===== config.mk =====
export PLATFORM = sky130hd
export DESIGN_NAME = riscv_ahb_arbiter_flat
export DESIGN_NICKNAME = d
export VERILOG_FILES = /design/src/rtl/riscv_ahb_pkg.sv /design/src/rtl/riscv_ahb_arbiter_if.sv /design/src/rtl/riscv_ahb_hold_buf.sv /design/src/rtl/riscv_ahb_arbiter.sv /design/src/flat_wrapper.sv
export SDC_FILE = /design/constraint.sdc
export NUM_CORES = 1
export LEC_CHECK = 0
export CELL_PAD_IN_SITES_DETAIL_PLACEMENT = 0
export CELL_PAD_IN_SITES_GLOBAL_PLACEMENT = 1
export CORE_MARGIN = 10
export CORE_UTILIZATION = 28
export CTS_CLUSTER_DIAMETER = 120
export DETAILED_ROUTE_END_ITERATION = 7
export GPL_ROUTABILITY_DRIVEN = 0
export PLACE_DENSITY_LB_ADDON = 0.1
export REMOVE_ABC_BUFFERS = 1
export SYNTH_ARGS = -nofsm -noshare
export SYNTH_HDL_FRONTEND = slang
export SYNTH_SLANG_ARGS = --single-unit

===== constraint.sdc =====
create_clock -name CLK -period 5.8 [get_ports CLK]
set_clock_uncertainty 0.15 [all_clocks]
set_input_delay 0.87 -clock CLK [delete_from_list [all_inputs] [get_ports CLK]]
set_output_delay 0.87 -clock CLK [all_outputs]
set_load 0.05 [all_outputs]

===== src/rtl/riscv_ahb_pkg.sv =====
// Shared AHB-Lite types and constants for the fetch/ldst bus arbiter.
package riscv_ahb_pkg;

    localparam int unsigned AHB_AW = 32;
    localparam int unsigned AHB_DW = 32;

    localparam logic [1:0] HTRANS_IDLE   = 2'b00;
    localparam logic [1:0] HTRANS_BUSY   = 2'b01;
    localparam logic [1:0] HTRANS_NONSEQ = 2'b10;
    localparam logic [1:0] HTRANS_SEQ    = 2'b11;

    // Which master owns a bus phase
    typedef enum logic [1:0] {
        OWN_NONE = 2'd0,
        OWN_LDST = 2'd1,
        OWN_CODE = 2'd2
    } owner_e;

    // Address-phase payload of one AHB transfer
    typedef struct packed {
        logic [AHB_AW-1:0] haddr;
        logic [1:0]        htrans;
        logic              hwrite;
        logic [2:0]        hsize;
        logic [2:0]        hburst;
        logic [3:0]        hprot;
        logic              hmastlock;
    } ahb_addr_t;

endpackage


===== src/rtl/riscv_ahb_arbiter_if.sv =====
// One AHB-Lite bus: master drives address/control/write data, slave drives responses.
interface riscv_ahb_arbiter_if #(
    parameter int unsigned AW = 32,
    parameter int unsigned DW = 32
);
    logic [AW-1:0] haddr;
    logic [1:0]    htrans;
    logic          hwrite;
    logic [2:0]    hsize;
    logic [2:0]    hburst;
    logic [3:0]    hprot;
    logic          hmastlock;
    logic [DW-1:0] hwdata;
    logic [DW-1:0] hrdata;
    logic          hready;
    logic          hresp;

    modport master (
        output haddr, htrans, hwrite, hsize, hburst, hprot, hmastlock, hwdata,
        input  hrdata, hready, hresp
    );

    modport slave (
        input  haddr, htrans, hwrite, hsize, hburst, hprot, hmastlock, hwdata,
        output hrdata, hready, hresp
    );
endinterface


===== src/rtl/riscv_ahb_hold_buf.sv =====
// One-entry holding register for an address phase that lost arbitration.
module riscv_ahb_hold_buf
    import riscv_ahb_pkg::*;
(
    input  logic      clk,
    input  logic      rst,
    input  logic      capture,
    input  logic      clear,
    input  ahb_addr_t d,
    output logic      valid,
    output ahb_addr_t q
);

    // Capture wins over clear; the two never coincide in practice
    always_ff @(posedge clk) begin
        if (rst) begin
            valid <= 1'b0;
            q     <= '0;
        end else if (capture) begin
            valid <= 1'b1;
            q     <= d;
        end else if (clear) begin
            valid <= 1'b0;
        end
    end

endmodule


===== src/rtl/riscv_ahb_arbiter.sv =====
// 2:1 round-robin AHB-Lite arbiter between ldst and fetch masters onto one memory port.
module riscv_ahb_arbiter
    import riscv_ahb_pkg::*;
#(
    parameter int unsigned AW = AHB_AW,
    parameter int unsigned DW = AHB_DW
) (
    input logic                 CLK,
    input logic                 RST,
    riscv_ahb_arbiter_if.slave  ldst,
    riscv_ahb_arbiter_if.slave  if_code,
    riscv_ahb_arbiter_if.master mem
);

    owner_e    dph_q, last_q, grant;
    logic      lock_q;
    ahb_addr_t live_l, live_c, pend_l, pend_c, cand_l, cand_c, gnt_a;
    logic      pend_l_vld, pend_c_vld;
    logic      l_hready_c, c_hready_c, issue_l, issue_c;
    logic      cand_l_vld, cand_c_vld;
    logic      capture_l, capture_c, clear_l, clear_c;
    logic      unused_code_hwdata;

    assign live_l = '{haddr: AHB_AW'(ldst.haddr), htrans: ldst.htrans, hwrite: ldst.hwrite,
                      hsize: ldst.hsize, hburst: ldst.hburst, hprot: ldst.hprot,
                      hmastlock: ldst.hmastlock};
    assign live_c = '{haddr: AHB_AW'(if_code.haddr), htrans: if_code.htrans, hwrite: if_code.hwrite,
                      hsize: if_code.hsize, hburst: if_code.hburst, hprot: if_code.hprot,
                      hmastlock: if_code.hmastlock};

    // Fetch write data is never forwarded
    assign unused_code_hwdata = ^if_code.hwdata;

    riscv_ahb_hold_buf u_hold_ldst (
        .clk     (CLK),
        .rst     (RST),
        .capture (capture_l),
        .clear   (clear_l),
        .d       (live_l),
        .valid   (pend_l_vld),
        .q       (pend_l)
    );

    riscv_ahb_hold_buf u_hold_code (
        .clk     (CLK),
        .rst     (RST),
        .capture (capture_c),
        .clear   (clear_c),
        .d       (live_c),
        .valid   (pend_c_vld),
        .q       (pend_c)
    );

    // Master-side ready, candidate selection, grant and hold-buffer control
    always_comb begin
        l_hready_c = 1'b1;
        c_hready_c = 1'b1;
        grant      = OWN_NONE;
        if (!RST) begin
            l_hready_c = (dph_q == OWN_LDST) ? mem.hready : ~pend_l_vld;
            c_hready_c = (dph_q == OWN_CODE) ? mem.hready : ~pend_c_vld;
        end
        issue_l    = ldst.htrans[1] & l_hready_c & ~RST;
        issue_c    = if_code.htrans[1] & c_hready_c & ~RST;
        cand_l_vld = pend_l_vld | issue_l;
        cand_c_vld = pend_c_vld | issue_c;
        cand_l     = pend_l_vld ? pend_l : live_l;
        cand_c     = pend_c_vld ? pend_c : live_c;
        if (mem.hready && !RST) begin
            if (cand_l_vld && cand_c_vld) begin
                if (lock_q) begin
                    grant = last_q;
                end else begin
                    grant = (last_q == OWN_LDST) ? OWN_CODE : OWN_LDST;
                end
            end else if (cand_l_vld) begin
                grant = OWN_LDST;
            end else if (cand_c_vld) begin
                grant = OWN_CODE;
            end
        end
        capture_l = issue_l & (grant != OWN_LDST);
        capture_c = issue_c & (grant != OWN_CODE);
        clear_l   = pend_l_vld & (grant == OWN_LDST);
        clear_c   = pend_c_vld & (grant == OWN_CODE);
    end

    // Memory address-phase mux; a change of owner restarts with NONSEQ
    always_comb begin
        gnt_a = live_l;
        if (grant == OWN_LDST) begin
            gnt_a = cand_l;
        end else if (grant == OWN_CODE) begin
            gnt_a = cand_c;
        end
        mem.haddr     = AW'(gnt_a.haddr);
        mem.hwrite    = gnt_a.hwrite;
        mem.hsize     = gnt_a.hsize;
        mem.hburst    = gnt_a.hburst;
        mem.hprot     = gnt_a.hprot;
        mem.hmastlock = gnt_a.hmastlock;
        if (grant == OWN_NONE) begin
            mem.htrans = HTRANS_IDLE;
        end else if (grant != last_q) begin
            mem.htrans = HTRANS_NONSEQ;
        end else begin
            mem.htrans = gnt_a.htrans;
        end
    end

    // Write data follows the data-phase owner; responses go to that owner only
    assign mem.hwdata      = (dph_q == OWN_LDST && !RST) ? ldst.hwdata : {DW{1'b0}};
    assign ldst.hready     = l_hready_c;
    assign if_code.hready  = c_hready_c;
    assign ldst.hresp      = (dph_q == OWN_LDST) & mem.hresp & ~RST;
    assign if_code.hresp   = (dph_q == OWN_CODE) & mem.hresp & ~RST;
    assign ldst.hrdata     = mem.hrdata;
    assign if_code.hrdata  = mem.hrdata;

    // Data-phase owner, round-robin pointer and lock state
    always_ff @(posedge CLK) begin
        if (RST) begin
            dph_q  <= OWN_NONE;
            last_q <= OWN_CODE;
            lock_q <= 1'b0;
        end else if (mem.hready) begin
            dph_q <= grant;
            if (grant != OWN_NONE) begin
                last_q <= grant;
                lock_q <= gnt_a.hmastlock;
            end
        end
    end

endmodule

===== src/flat_wrapper.sv =====
// flat-port wrapper written by rule: the top's interface ports become plain ports
module riscv_ahb_arbiter_flat import riscv_ahb_pkg::*;
#(
    parameter int unsigned AW = AHB_AW,
    parameter int unsigned DW = AHB_DW
)
  (CLK, RST, ldst_haddr, ldst_htrans, ldst_hwrite, ldst_hsize, ldst_hburst, ldst_hprot, ldst_hmastlock, ldst_hwdata, ldst_hrdata, ldst_hready, ldst_hresp, if_code_haddr, if_code_htrans, if_code_hwrite, if_code_hsize, if_code_hburst, if_code_hprot, if_code_hmastlock, if_code_hwdata, if_code_hrdata, if_code_hready, if_code_hresp, mem_haddr, mem_htrans, mem_hwrite, mem_hsize, mem_hburst, mem_hprot, mem_hmastlock, mem_hwdata, mem_hrdata, mem_hready, mem_hresp);
  riscv_ahb_arbiter_if #(.AW(AW), .DW(DW)) ldst_i ();
  riscv_ahb_arbiter_if #(.AW(AW), .DW(DW)) if_code_i ();
  riscv_ahb_arbiter_if #(.AW(AW), .DW(DW)) mem_i ();
  input logic CLK;
  input logic RST;
  input wire logic [$bits(ldst_i.haddr)-1:0] ldst_haddr;
  input wire logic [$bits(ldst_i.htrans)-1:0] ldst_htrans;
  input wire logic [$bits(ldst_i.hwrite)-1:0] ldst_hwrite;
  input wire logic [$bits(ldst_i.hsize)-1:0] ldst_hsize;
  input wire logic [$bits(ldst_i.hburst)-1:0] ldst_hburst;
  input wire logic [$bits(ldst_i.hprot)-1:0] ldst_hprot;
  input wire logic [$bits(ldst_i.hmastlock)-1:0] ldst_hmastlock;
  input wire logic [$bits(ldst_i.hwdata)-1:0] ldst_hwdata;
  output wire logic [$bits(ldst_i.hrdata)-1:0] ldst_hrdata;
  output wire logic [$bits(ldst_i.hready)-1:0] ldst_hready;
  output wire logic [$bits(ldst_i.hresp)-1:0] ldst_hresp;
  input wire logic [$bits(if_code_i.haddr)-1:0] if_code_haddr;
  input wire logic [$bits(if_code_i.htrans)-1:0] if_code_htrans;
  input wire logic [$bits(if_code_i.hwrite)-1:0] if_code_hwrite;
  input wire logic [$bits(if_code_i.hsize)-1:0] if_code_hsize;
  input wire logic [$bits(if_code_i.hburst)-1:0] if_code_hburst;
  input wire logic [$bits(if_code_i.hprot)-1:0] if_code_hprot;
  input wire logic [$bits(if_code_i.hmastlock)-1:0] if_code_hmastlock;
  input wire logic [$bits(if_code_i.hwdata)-1:0] if_code_hwdata;
  output wire logic [$bits(if_code_i.hrdata)-1:0] if_code_hrdata;
  output wire logic [$bits(if_code_i.hready)-1:0] if_code_hready;
  output wire logic [$bits(if_code_i.hresp)-1:0] if_code_hresp;
  output wire logic [$bits(mem_i.haddr)-1:0] mem_haddr;
  output wire logic [$bits(mem_i.htrans)-1:0] mem_htrans;
  output wire logic [$bits(mem_i.hwrite)-1:0] mem_hwrite;
  output wire logic [$bits(mem_i.hsize)-1:0] mem_hsize;
  output wire logic [$bits(mem_i.hburst)-1:0] mem_hburst;
  output wire logic [$bits(mem_i.hprot)-1:0] mem_hprot;
  output wire logic [$bits(mem_i.hmastlock)-1:0] mem_hmastlock;
  output wire logic [$bits(mem_i.hwdata)-1:0] mem_hwdata;
  input wire logic [$bits(mem_i.hrdata)-1:0] mem_hrdata;
  input wire logic [$bits(mem_i.hready)-1:0] mem_hready;
  input wire logic [$bits(mem_i.hresp)-1:0] mem_hresp;
  assign ldst_i.haddr = ldst_haddr;
  assign ldst_i.htrans = ldst_htrans;
  assign ldst_i.hwrite = ldst_hwrite;
  assign ldst_i.hsize = ldst_hsize;
  assign ldst_i.hburst = ldst_hburst;
  assign ldst_i.hprot = ldst_hprot;
  assign ldst_i.hmastlock = ldst_hmastlock;
  assign ldst_i.hwdata = ldst_hwdata;
  assign ldst_hrdata = ldst_i.hrdata;
  assign ldst_hready = ldst_i.hready;
  assign ldst_hresp = ldst_i.hresp;
  assign if_code_i.haddr = if_code_haddr;
  assign if_code_i.htrans = if_code_htrans;
  assign if_code_i.hwrite = if_code_hwrite;
  assign if_code_i.hsize = if_code_hsize;
  assign if_code_i.hburst = if_code_hburst;
  assign if_code_i.hprot = if_code_hprot;
  assign if_code_i.hmastlock = if_code_hmastlock;
  assign if_code_i.hwdata = if_code_hwdata;
  assign if_code_hrdata = if_code_i.hrdata;
  assign if_code_hready = if_code_i.hready;
  assign if_code_hresp = if_code_i.hresp;
  assign mem_haddr = mem_i.haddr;
  assign mem_htrans = mem_i.htrans;
  assign mem_hwrite = mem_i.hwrite;
  assign mem_hsize = mem_i.hsize;
  assign mem_hburst = mem_i.hburst;
  assign mem_hprot = mem_i.hprot;
  assign mem_hmastlock = mem_i.hmastlock;
  assign mem_hwdata = mem_i.hwdata;
  assign mem_i.hrdata = mem_hrdata;
  assign mem_i.hready = mem_hready;
  assign mem_i.hresp = mem_hresp;
  riscv_ahb_arbiter #(.AW(AW), .DW(DW)) u_core (.CLK(CLK), .RST(RST), .ldst(ldst_i), .if_code(if_code_i), .mem(mem_i));
endmodule

# Yosys cells after proc, flatten, opt, wreduce, memory -nomap -nowiden
# Index checks and enable logic that the tools add are counted.
dict set report op_classes {
  eq_ne 8
  mux 21
  bitwise_logic 17
  reduce_logical 9
}
# operator n
set op_table {}
lappend op_table {{46-bit 2-to-1 mux} 4}
lappend op_table {{32-bit 2-to-1 mux} 1}
lappend op_table {{2-bit 2-to-1 mux} 8}
lappend op_table {{1-bit bitwise AND} 12}
lappend op_table {{1-bit 2-to-1 mux} 8}
lappend op_table {{2-bit by 1-bit == test with 1-bit output (second input constant)} 3}
lappend op_table {{2-bit nonzero test} 3}
lappend op_table {{2-bit == test (second input constant)} 2}
lappend op_table {{1-bit logical AND} 3}
lappend op_table {{1-bit inverter} 3}
lappend op_table {{2-bit logical NOT} 1}
lappend op_table {{2-bit by 1-bit != test with 1-bit output (second input constant)} 1}
lappend op_table {{2-bit != test} 1}
lappend op_table {{2-bit != test (second input constant)} 1}
lappend op_table {{1-bit OR} 2}
lappend op_table {{2-bit AND reduction} 1}
lappend op_table {{1-bit logical NOT} 1}
dict set report totals {
  regBits 99
  in_bits 192
  output_inout_bits 146
  wordCells 74
}

# Longest topological paths before layout
# Gate-level depths: netlist of the first run.
dict set report depth {
  word_depth 15
  ltp_mapped 8
  ltp_nobuf 6
}

# Cells and area by module
# Synthesis of the first run repeated with hierarchy kept, for this count alone.
dict set report unflattened {
  hier_cells 728
  area_unflattened_um2 6433.7
}
# module instances cells_per_inst area_each_um2 seq_area_each_um2
set by_module_without_submodules {}
lappend by_module_without_submodules {riscv_ahb_hold_buf 2 152 1689.1 940.9}
lappend by_module_without_submodules {riscv_ahb_arbiter 1 424 3055.4 100.1}

# Least setup slack after synthesis of the first run
# Ideal clock, no wire load.
dict set report synth_path {
  path_type {input-to-output}
  from {input port mem_hready}
  to {output port mem_htrans[1]}
  t_arrival_ps 3051
  required_time_ps 4780
  setup_slack_ps 1729
  path_stages 7
  n_path_buf 1
  cell_sequence {or3b_1 > a21o_1 > a221oi_4 > buf_2 > a211o_1 > o211ai_1 > a21oi_1}
}
dict set report synth_between {
  elab_chain_len 14
  elab_cells_between_ends 24
  cone_classes {3 x eq/ne; 12 x mux; 6 x bitwise; 3 x reduce/logical}
}
# element line
set synth_rtl {}
lappend synth_rtl {{from (decl)} flat_wrapper.sv:44} ;# input wire logic [$bits(mem_i.hready)-1:0] mem_hready;
lappend synth_rtl {{1-bit 2-to-1 mux} riscv_ahb_arbiter.sv:61} ;# c_hready_c = (dph_q == OWN_CODE) ? mem.hready : ~pend_c_vld;
lappend synth_rtl {{1-bit 2-to-1 mux} riscv_ahb_arbiter.sv:59} ;# if (!RST) begin
lappend synth_rtl {{1-bit bitwise AND (2 in series)} riscv_ahb_arbiter.sv:64} ;# issue_c = if_code.htrans[1] & c_hready_c & ~RST;
lappend synth_rtl {{1-bit OR} riscv_ahb_arbiter.sv:66} ;# cand_c_vld = pend_c_vld | issue_c;
lappend synth_rtl {{2-bit 2-to-1 mux} riscv_ahb_arbiter.sv:78} ;# end else if (cand_c_vld) begin
lappend synth_rtl {{2-bit 2-to-1 mux} riscv_ahb_arbiter.sv:76} ;# end else if (cand_l_vld) begin
lappend synth_rtl {{2-bit 2-to-1 mux} riscv_ahb_arbiter.sv:70} ;# if (cand_l_vld && cand_c_vld) begin
lappend synth_rtl {{2-bit 2-to-1 mux (*)} riscv_ahb_arbiter.sv:69} ;# if (mem.hready && !RST) begin
lappend synth_rtl {{2-bit == test} riscv_ahb_arbiter.sv:93} ;# end else if (grant == OWN_CODE) begin
lappend synth_rtl {{46-bit 2-to-1 mux} riscv_ahb_arbiter.sv:93}
lappend synth_rtl {{46-bit 2-to-1 mux} riscv_ahb_arbiter.sv:91} ;# if (grant == OWN_LDST) begin
lappend synth_rtl {{2-bit 2-to-1 mux} riscv_ahb_arbiter.sv:104} ;# end else if (grant != last_q) begin
lappend synth_rtl {{2-bit 2-to-1 mux (*)} riscv_ahb_arbiter.sv:102} ;# if (grant == OWN_NONE) begin
lappend synth_rtl {{to (decl)} flat_wrapper.sv:36} ;# output wire logic [$bits(mem_i.htrans)-1:0] mem_htrans;
# Every way passes the cells marked *; elsewhere a longest branch is shown, timed or not.

# Worst setup path in the final report of the first run
# Same ends and word-level chain as after synthesis.

==> results of run 1 <==
cells in the mapped netlist (all sizes together), types with 2 or more instances:
library cell	number	share of area
nand2b	4	0.0044
and2	33	0.037
nor3	3	0.0046
nor2	5	0.0033
a21o	3	0.0040
and3	3	0.0033
buf	92	0.12
or3b	2	0.0031
nor3b	2	0.0027
dfxtp	99	0.35
o221a	44	0.088
mux2i	46	0.081
nand3b	2	0.0027
o211ai	2	0.0027
nor2b	7	0.0077
clkbuf	24	0.016
a21oi	97	0.086
nand2	232	0.15
o21ai	3	0.0027
kinds of logic (layout without fill, tap and decap cells):
kind of cell	Yosys count	count (layout)	share of synthesized area
xor+xnor	1	1	0.001549
compound gates	158	158	0.2018
buf+inv	117	236	0.1328
mux	47	47	0.08343
flops	99	99	0.3505
simple gates	298	298	0.2299
worst max-delay path: cells and delay by family:
kind / cells / cell delay (ns)
AND/OR/NAND/NOR: 1 / 0.39
AO/OA/AOI/OAI: 5 / 1.28
buffers and inverters: 2 / 1.44
cell type report:
cell class / instances / share of cell area
clock inverter: 3 / 0.002604
inverter: 1 / 0.0004596
tap: 265 / 0.04059
sequential: 99 / 0.2431
timing repair buffer: 219 / 0.3205
multi-input combinational: 504 / 0.3597
clock buffer: 13 / 0.03309
state kept, by name, summed over array words and instances, names as in the netlist:
name	cells
u_core.u_hold_ldst.q	46
u_core.last_q	2
u_core.dph_q	2
u_core.u_hold_code.valid	1
u_core.lock_q	1
u_core.u_hold_ldst.valid	1
u_core.u_hold_code.q	46
layout by cell type (no fill, tap or decap), types with 2 or more instances in the layout:
cell type        count
nand2_1            232
clkdlybuf4s50_1    164
dfxtp_1             98
a21oi_1             97
mux2i_1             46
buf_12              45
o221a_2             44
and2_1              33
buf_4               10
clkbuf_16            9
nor2b_1              7
nor2_1               5
a21o_1               3
nand2b_1             3
and3_1               3
clkbuf_8             3
nor3b_1              2
o21ai_1              2
nor3_1               2
nand3b_1             2
o211ai_1             2
worst paths after layout:
check	from	end	slack [ns]	depth (start not counted)
max	mem_hready	mem_htrans[1]	0.79	8
min	u_core.u_hold_ldst.q[26]$_SDFFE_PP0P_	u_core.u_hold_ldst.q[26]$_SDFFE_PP0P_	0.31	2
max reg2reg	u_core.u_hold_code.valid$_SDFFE_PP0P_	u_core.u_hold_code.q[39]$_SDFFE_PP0P_	2.41	8
min reg2reg	u_core.u_hold_ldst.q[26]$_SDFFE_PP0P_	u_core.u_hold_ldst.q[26]$_SDFFE_PP0P_	0.31	2
per-stage QoR:
stage               utilization  setup WS (ns)  TNS [ns]
global placement         0.4008         0.8675         0
global route             0.4156         0.5703         0
detailed placement       0.4008         0.7957         0
finish                   0.4156         0.7928         0
floorplan                     -        -0.1925    -8.157
CTS                      0.4156         0.7781         0
per-layer routing:
metal / up-vias / track usage / wire, µm
met5: - / 0.05720 / 172
met4: 6 / 0.03474 / 187
met3: 21 / 0.1170 / 3340
met2: 249 / 0.2462 / 9432
met1: 2462 / 0.2087 / 10200
li1: 2620 / - / -
where the power goes:
| group | total (µW) | internal, µW | switching (µW) |
|---|---|---|---|
| registers | 741 | 715 | 26.0 |
| logic | 625 | 302 | 324 |
| clock network | 591 | 327 | 264 |
==> results_dict.tcl, run 1 <==
set metrics [dict create \
    postSynthCellCount 720 \
    first_pass_iters 4 \
    period_share 0.8633 \
    tightest_slew_ns 1.069 \
    cpMostUsedCell "clkdlybuf4s50_1" \
    slowest_stage "clkdlybuf4s50_1" \
    period_minus_slack_ns 5.007 \
    drt_wl_total_um 23330 \
    fmax_ghz 0.1997 \
    ys_ff_latch 99 \
    overflow 0 \
    dpl.hpwl_um 17520 \
    design_area_um2 8168 \
    synth_cell_types 42 \
    clock_latency_ns 0.34 \
    synth-seq-area-share 0.3505 \
    syn_area_um2 5654 \
    setup_viol 0 \
    critPathCaptureType "output port" \
    clk_pin_slew_ns 0.07 \
    vdd_drop_max_mv 0.1293 \
    routedWlPerCell_um 21.14 \
    die_h_um 162.1 \
    power_density_nw_per_um2 239.6 \
    cpPeakStageDelay_ns 0.87 \
    hold_violations 0 \
    grt_max_degree 63 \
    dp.cells 1088 \
    synth_warnings 0 \
    num_rows 51 \
    drt_iter0_drc 297 \
    antenna_found_initial 0 \
    drc_errors 0 \
    syn-mean-instance-area_um2 7.853 \
    cts_num_sinks 99 \
    arrival_ns 3.99 \
    grt_pass1_wl_um 35320 \
    required_ns 4.78 \
    grt_pass1_vias 5606 \
    layout.cells.non_filler 1104 \
    ioPinCount 338 \
    cts_tree "yes" \
    slew_headroom 0.2877 \
    die-area_um2 26280 \
    nets 1026 \
    cts_buffer_depth 2 \
    crit_type "in2out" \
    ant_nets 0 \
    cts_setup_buffers 0 \
    final_max_slew_viol_count 0 \
    rsz0062_at_grt "false" \
    synth_flop_cell "dfxtp_1" \
    start_kind "input pin" \
    synth_edf_count 0 \
    multiInputGateArea_um2 2938 \
    whs_ns 0.3055 \
    dieWidth_um 162.1 \
    numCtsBuffers 9 \
    initial_core_util 0.2877 \
    core-area_um2 19650 \
    io_buffers 209 \
    drive_gt1_frac 0.1490 \
    syn_to_final_growth_pct 44.46 \
    diodes 0 \
    cts-resized-gates 0 \
    grt_use_total 0.1737 \
    fillers 1998 \
    cts-root-buf "clkbuf_16" \
    worstPathMaxFanout 12 \
    cts_hold_buf 0 \
    total_power_uw 1957 \
    leakage_uw 0.002906 \
    via_per_inst 4.853 \
    crit_chain "clkdlybuf4s50_1 -> nor2b_1 -> o21ai_1 -> a221oi_4 -> a211o_1 -> o211ai_1 -> a21oi_1 -> clkdlybuf4s50_1" \
    hold_class "reg2reg" \
    placed_cell_area_um2 7876 \
    ys_async_sr_fraction 0 \
    htree_levels 3 \
    vias 5358 \
    status "finished, final reports clean" \
    regArea_um2 1986 \
    cap_violations 0 \
]
No activity file was read; power rests on OpenSTA's default activity.
==> inputs of run 2 (changes only) <==
--- a/config.mk
+++ b/config.mk
@@ -8,10 +8,12 @@
 export CELL_PAD_IN_SITES_DETAIL_PLACEMENT = 0
 export CELL_PAD_IN_SITES_GLOBAL_PLACEMENT = 1
 export CORE_MARGIN = 10
-export CORE_UTILIZATION = 28
+export CORE_UTILIZATION = 26
 export CTS_CLUSTER_DIAMETER = 120
+export CTS_CLUSTER_SIZE = 28
 export DETAILED_ROUTE_END_ITERATION = 7
 export GPL_ROUTABILITY_DRIVEN = 0
+export GPL_TIMING_DRIVEN = 0
 export PLACE_DENSITY_LB_ADDON = 0.1
 export REMOVE_ABC_BUFFERS = 1
 export SYNTH_ARGS = -nofsm -noshare
==> constraint.sdc (replaced) <==
create_clock -name CLK -period 5.1 [get_ports CLK]
set_clock_uncertainty 0.15 [all_clocks]
set_input_delay 0.765 -clock CLK [delete_from_list [all_inputs] [get_ports CLK]]
set_output_delay 0.765 -clock CLK [all_outputs]
set_load 0.05 [all_outputs]
==> run 2 against run 1 <==
Compared with the run above:
- power increased by 12%
- via count increased by 3.3%
- largest cell class unchanged
- critical path type unchanged
- combinational power decreased by 2%
- global-route usage decreased by 1.0 points
==> results_dict.tcl, run 2 (synthesis gave the netlist of run 1 again) <==
set metrics [dict create \
    status "finished, final reports clean" \
    regArea_um2 1986 \
    nets 1030 \
    reg2reg_setup_slack_ns 1.83 \
    rsz0062_at_grt "false" \
    drc_errors 0 \
    min_delay_worst_endpoint "u_core.u_hold_code.q[14]$_SDFFE_PP0P_" \
    grt_max_degree 55 \
    setup_viol 0 \
    via_per_inst 4.950 \
    drive_gt1_frac 0.1091 \
    final_common_cell "nand2_1" \
    cts_buffer_depth 2 \
    design_area_um2 7956 \
    fmax_ghz 0.2029 \
    reg.largest.list "u_core.u_hold_code.q (46), u_core.u_hold_ldst.q (46)" \
    reg2regPathDepth 7 \
    multiInputGateArea_um2 2954 \
    crit_type "in2out" \
    diodes 0 \
    overflow 0 \
    dieWidth_um 167.5 \
    leakage_uw 0.002859 \
    cts_num_sinks 99 \
    vias 5534 \
    hold_path_depth 2 \
    required_ns 4.18 \
    rr_startpoint "u_core.u_hold_code.valid$_SDFFE_PP0P_" \
    initial_core_util 0.2665 \
    numCtsBuffers 9 \
    io_buffers 209 \
    arrival_ns 4.01 \
    period_share 0.9665 \
    start_kind "input pin" \
    cap_violations 0 \
    die_h_um 167.5 \
    critPathCaptureType "output port" \
    drt_iter0_drc 354 \
    core-area_um2 21220 \
    period_minus_slack_ns 4.929 \
    power_density_nw_per_um2 276.6 \
    hold_class "reg2reg" \
    cts_tree "yes" \
    syn_to_final_growth_pct 40.72 \
    grt_pass1_vias 5595 \
    clk_pin_slew_ns 0.07 \
    drt_wl_total_um 23740 \
    htree_levels 3 \
    ioPinCount 338 \
    final_cell_mix "nand2_1, clkdlybuf4s50_1, dfxtp_1, a21oi_1, mux2i_1" \
    first_pass_iters 4 \
    placed_cell_area_um2 7665 \
    fillers 2197 \
    hold_violations 0 \
    final_core_utilization 0.3749 \
    slew_headroom 0.3829 \
    die-area_um2 28050 \
    grt_use_total 0.1633 \
    num_rows 53 \
    antenna_found_initial 1 \
    routedWlPerCell_um 21.24 \
    clock_latency_ns 0.35 \
    dpl.hpwl_um 17670 \
    ant_nets 0 \
    grt_pass1_wl_um 35900 \
    reg2reg_to "u_core.u_hold_ldst.q[3]$_SDFFE_PP0P_" \
    tightest_slew_ns 0.9239 \
    hp-start "u_core.u_hold_code.q[14]$_SDFFE_PP0P_" \
    cts-root-buf "clkbuf_16" \
    worstPathMaxFanout 16 \
    cts_hold_buf 0 \
    vdd_drop_max_mv 0.1604 \
    final_max_slew_viol_count 0 \
]
[run 2: cell types whose count changed in the layout (fill, tap and decap cells not counted), sizes merged]
cell,previous run,this run
clkbuf,13,18
clkdlybuf4s50,164,165
bufinv,0,1
inv,1,2
clkdlybuf4s15,0,1
dlygate4sd2,0,30
buf,55,15
clkinv,2,0
dlymetal6s2s,0,6
clkinvlp,1,2
[run 2: worst max-delay path by stage]
stage                                                      from             to  slack, ns  cells after the start
after floorplan           u_core.u_hold_code.valid$_SDFFE_PP0P_  mem_hmastlock      -0.79                      5
after detailed placement                             mem_hready  mem_haddr[22]      -0.53                     10
final                                                mem_hready  mem_haddr[17]       0.17                      9
after global routing                                 mem_hready  mem_haddr[23]      0.009                     10
after CTS                                            mem_hready   mem_haddr[0]     0.0003                      9
after global placement                                      RST   mem_hsize[1]      -6.71                      7
[run 2: what timing repair did]
action,4_1_cts,5_1_grt
resized for setup,37,20
hold endpoints to repair,0,0
setup buffers,2,0
pin swaps,1,0
endpoints found under the setup margin,45,37
[run 2: area by class of cell]
cell class,instances,area share
Inverter,1,0.0004718
Multi-Input combinational cell,504,0.3713
Sequential cell,99,0.2496
Tap cell,275,0.04325
Clock inverter,4,0.006762
Timing Repair Buffer,223,0.2950
Clock buffer,12,0.03365
[run 2: worst max-delay path: stages]
cell             delay, ns
clkdlybuf4s50_1       0.55
nor2b_1               0.40
o21ai_1               0.31
a221oi_4              0.31
buf_8                 0.20
buf_16                0.16
nand2b_4              0.28
o221a_2               0.23
clkdlybuf4s50_1       0.80
[run 2: metal layers]
metal  wire length (µm)  track usage
met5                107      0.02888
met4                207      0.03369
met3               3146      0.09668
met2               9720       0.2298
met1              10560       0.2070
[run 2: report_power, final]
| group | leakage [µW] | internal (µW) | total (µW) | switching (µW) |
|---|---|---|---|---|
| Clock | 0.000151 | 426 | 748 | 321 |
| Sequential | 0.000809 | 812 | 842 | 29.4 |
| Combinational | 0.00190 | 256 | 611 | 355 |
[run 2: per-stage QoR]
stage / std cells / setup TNS (ns) / worst slack (ns) / power [µW] / hold slack, ns
3_3_place_gp: 1088 / -735.47 / -6.711 / 1479 / 0.2913
2_1_floorplan: 604 / -35.08 / -0.7875 / 1201 / 0.2800
6_report: 1118 / 0 / 0.1709 / 2201 / 0.3048
3_5_place_dp: 1100 / -19.31 / -0.5323 / 1499 / 0.2961
4_1_cts: 1118 / 0 / 0.0002989 / 2240 / 0.3066
5_1_grt: 1118 / 0 / 0.009463 / 2305 / 0.3242
==> inputs of run 3 (changes only) <==
--- a/config.mk
+++ b/config.mk
@@ -5,10 +5,11 @@
 export SDC_FILE = /design/constraint.sdc
 export NUM_CORES = 1
 export LEC_CHECK = 0
+export ABC_AREA = 1
 export CELL_PAD_IN_SITES_DETAIL_PLACEMENT = 0
 export CELL_PAD_IN_SITES_GLOBAL_PLACEMENT = 1
-export CORE_MARGIN = 10
-export CORE_UTILIZATION = 26
+export CORE_MARGIN = 2
+export CORE_UTILIZATION = 27
 export CTS_CLUSTER_DIAMETER = 120
 export CTS_CLUSTER_SIZE = 28
 export DETAILED_ROUTE_END_ITERATION = 7
@@ -16,6 +17,7 @@
 export GPL_TIMING_DRIVEN = 0
 export PLACE_DENSITY_LB_ADDON = 0.1
 export REMOVE_ABC_BUFFERS = 1
+export SKIP_LAST_GASP = 1
 export SYNTH_ARGS = -nofsm -noshare
 export SYNTH_HDL_FRONTEND = slang
 export SYNTH_SLANG_ARGS = --single-unit
==> run 3 against run 2 <==
Compared with the run above:
- first-iteration DRC count is 1.4% lower
- maximum frequency is 2.1% higher
- cell area grew 8.7%
- hold slack improved by 0.027 ns
- critical path type unchanged
- via count is 17% higher
- synthesized cell count up 40%
- clock-buffer cell count fell by 3
==> results_dict.tcl, run 3 <==
set metrics [dict create \
    status "finished, final reports clean" \
    arrival_ns 3.91 \
    die-area_um2 25750 \
    grt_pass1_wl_um 38300 \
    cts_num_sinks 99 \
    leakage_uw 0.003621 \
    period_share 0.9466 \
    ioPinCount 338 \
    reg2regPathDepth 10 \
    rr_startpoint "u_core.u_hold_code.valid$_SDFFE_PP0P_" \
    synth-seq-area-share 0.2998 \
    synth_area_leader_cell "dfxtp_1" \
    ant_nets 0 \
    nets 1293 \
    placed_cell_area_um2 8302 \
    synthTopCellsByArea "dfxtp_1, nor2_1, o21ai_0" \
    cts_tree "yes" \
    post-synth-top-count-cell "nor2_1" \
    synth_warnings 0 \
    synth_cell_types 34 \
    drive_gt1_frac 0.08318 \
    hp-start "u_core.u_hold_ldst.q[13]$_SDFFE_PP0P_" \
    final_core_utilization 0.3578 \
    ys_top_cells_by_count "nor2_1, nand2_1, o21ai_0, dfxtp_1, inv_1" \
    final_common_cell "nor2_1" \
    use_met2 0.2947 \
    synth_top_area_share 0.2998 \
    total_power_uw 2358 \
    cap_violations 0 \
    syn_area_um2 6610 \
    vdd_drop_max_mv 0.1708 \
    reg2reg_to "u_core.u_hold_code.q[13]$_SDFFE_PP0P_" \
    ys_async_sr_fraction 0 \
    first_pass_iters 5 \
    ys_ff_latch 99 \
    syn-mean-instance-area_um2 6.577 \
    power_density_nw_per_um2 272.7 \
    dieWidth_um 160.5 \
    hold_class "reg2reg" \
    met3_usage 0.1087 \
    hold_violations 0 \
    busiest_layer "met2" \
    slew_headroom 0.2838 \
    crit_type "in2out" \
    routedWlPerCell_um 18.00 \
    antenna_found_initial 1 \
    synth_edf_count 0 \
    initial_core_util 0.2734 \
    rsz0062_at_grt "false" \
    drc_errors 0 \
    final_cell_mix "nor2_1, clkdlybuf4s50_1, nand2_1, o21ai_0, dfxtp_1" \
    hold_path_depth 2 \
    cts_buffer_depth 2 \
    start_kind "input pin" \
    grt_pass1_vias 6210 \
    grt_max_degree 61 \
    numCtsBuffers 9 \
    worstPathMaxFanout 60 \
    period_minus_slack_ns 4.828 \
    num_rows 57 \
    min_delay_worst_endpoint "u_core.u_hold_ldst.q[13]$_SDFFE_PP0P_" \
    required_ns 4.18 \
    via_per_inst 4.535 \
    overflow 0 \
    vias 6490 \
    synth_flop_cell "dfxtp_1" \
    io_buffers 209 \
    setup_viol 0 \
    cts-root-buf "clkbuf_16" \
    dpl.hpwl_um 16010 \
    reg2reg_setup_slack_ns 1.62 \
    syn_to_final_growth_pct 30.85 \
    reg.largest.list "u_core.u_hold_code.q (46), u_core.u_hold_ldst.q (46)" \
    drt_wl_total_um 25760 \
    grtUsageMet1 0.2433 \
    tightest_slew_ns 1.072 \
    design_area_um2 8650 \
    setup_ws_ns 0.2724 \
    critPathCaptureType "output port" \
    core-area_um2 24180 \
    htree_levels 3 \
    clk_pin_slew_ns 0.07 \
    clock_latency_ns 0.35 \
    final_max_slew_viol_count 0 \
    postSynthCellCount 1005 \
    dp_worst_setup_slack_ns -1.113 \
    fmax_ghz 0.2071 \
    cts_hold_buf 0 \
    die_h_um 160.5 \
    grt_use_total 0.1958 \
    drt_iter0_drc 349 \
]
run 3: cell types whose count changed in the layout (fill, tap and decap cells not counted), moves of 11 or more:
| cell | before | now |
|---|---|---|
| nor2_1 | 4 | 215 |
| o221a_2 | 44 | 0 |
| o21ai_0 | 1 | 120 |
| clkdlybuf4s50_1 | 165 | 176 |
| o211ai_1 | 2 | 17 |
| a21oi_1 | 97 | 61 |
| mux2i_1 | 46 | 32 |
| o21ai_1 | 2 | 19 |
| and2_1 | 33 | 0 |
| nor2_2 | 1 | 41 |
| nand2_1 | 232 | 126 |
| inv_1 | 1 | 77 |
| nand3_1 | 1 | 37 |
run 3: worst max-delay path by stage:
stage	start	end	slack (ns)	cells past startpoint
6_report	RST	mem_haddr[3]	0.27	10
4_1_cts	u_core.u_hold_code.valid$_SDFFE_PP0P_	mem_haddr[30]	0.08	11
3_3_place_gp	u_core.u_hold_code.valid$_SDFFE_PP0P_	mem_hburst[2]	-2.62	10
5_1_grt	RST	mem_haddr[30]	0.01	12
2_1_floorplan	u_core.u_hold_ldst.valid$_SDFFE_PP0P_	mem_htrans[1]	0.07	10
3_5_place_dp	RST	mem_haddr[30]	-1.11	11
run 3: critical path: stages:
cell             delay [ns]
dlygate4sd2_1          0.54
bufinv_16              0.29
nand3_1                0.14
nand3_2                0.13
nand2_2                0.13
nand2_1                0.09
nand2_2                0.32
nand2_8                0.28
o21ai_0                0.33
clkdlybuf4s50_1        0.85
run 3: cell type report:
type | instances | area (µm²)
Timing Repair inverter | 2 | 13.76
Multi-Input combinational cell | 691 | 3422
Inverter | 84 | 360.3
Sequential cell | 99 | 1989
Clock buffer | 9 | 225.2
Fill cell | 2634 | 15530
Timing Repair Buffer | 214 | 2150
Tap cell | 324 | 405.4
Clock inverter | 7 | 81.33
Antenna cell | 1 | 2.502
run 3: power by group:
part | internal, µW | total, µW | switching (µW)
logic | 272 | 744 | 472
registers | 832 | 874 | 42.2
clock network | 390 | 740 | 350
total | 1490 | 2360 | 865
run 3: kinds of logic (layout without fill, tap and decap cells):
logic type             Yosys count  after routing  share of synthesized area
and+or+nand+nor                439            440                     0.2911
AOI/OAI and AO/OA              219            219                     0.1743
buffers and inverters          216            316                     0.1863
DFF                             99             99                     0.2998
muxes                           32             32                    0.04846
other                            0              1                          0
run 3: per-stage QoR:
step / TNS [ns] / cells / hold slack, ns
floorplan: 0 / 873 / 0.2902
global placement: -236.95 / 1406 / 0.3022
detailed placement: -50.19 / 1410 / 0.3136
CTS: 0 / 1430 / 0.3309
global route: 0 / 1430 / 0.3502
finish: 0 / 1431 / 0.3317
run 3: routing by layer:
layer	routed length, µm	vias up	part of all wire
met3	3181	14	0.12
met4	298	0	0.012
met1	11370	2854	0.44
met5	0	-	0
li1	-	3339	-
met2	10910	283	0.42
run 3: what timing repair did:
| item | 4_1_cts | 5_1_grt |
|---|---|---|
| hold endpoints to repair | 0 | 0 |
| pin swaps | 1 | 0 |
| setup buffers | 1 | 0 |
| endpoints found under the setup margin | 79 | 2 |
| resized for setup | 41 | 2 |
| cloned | 3 | 0 |
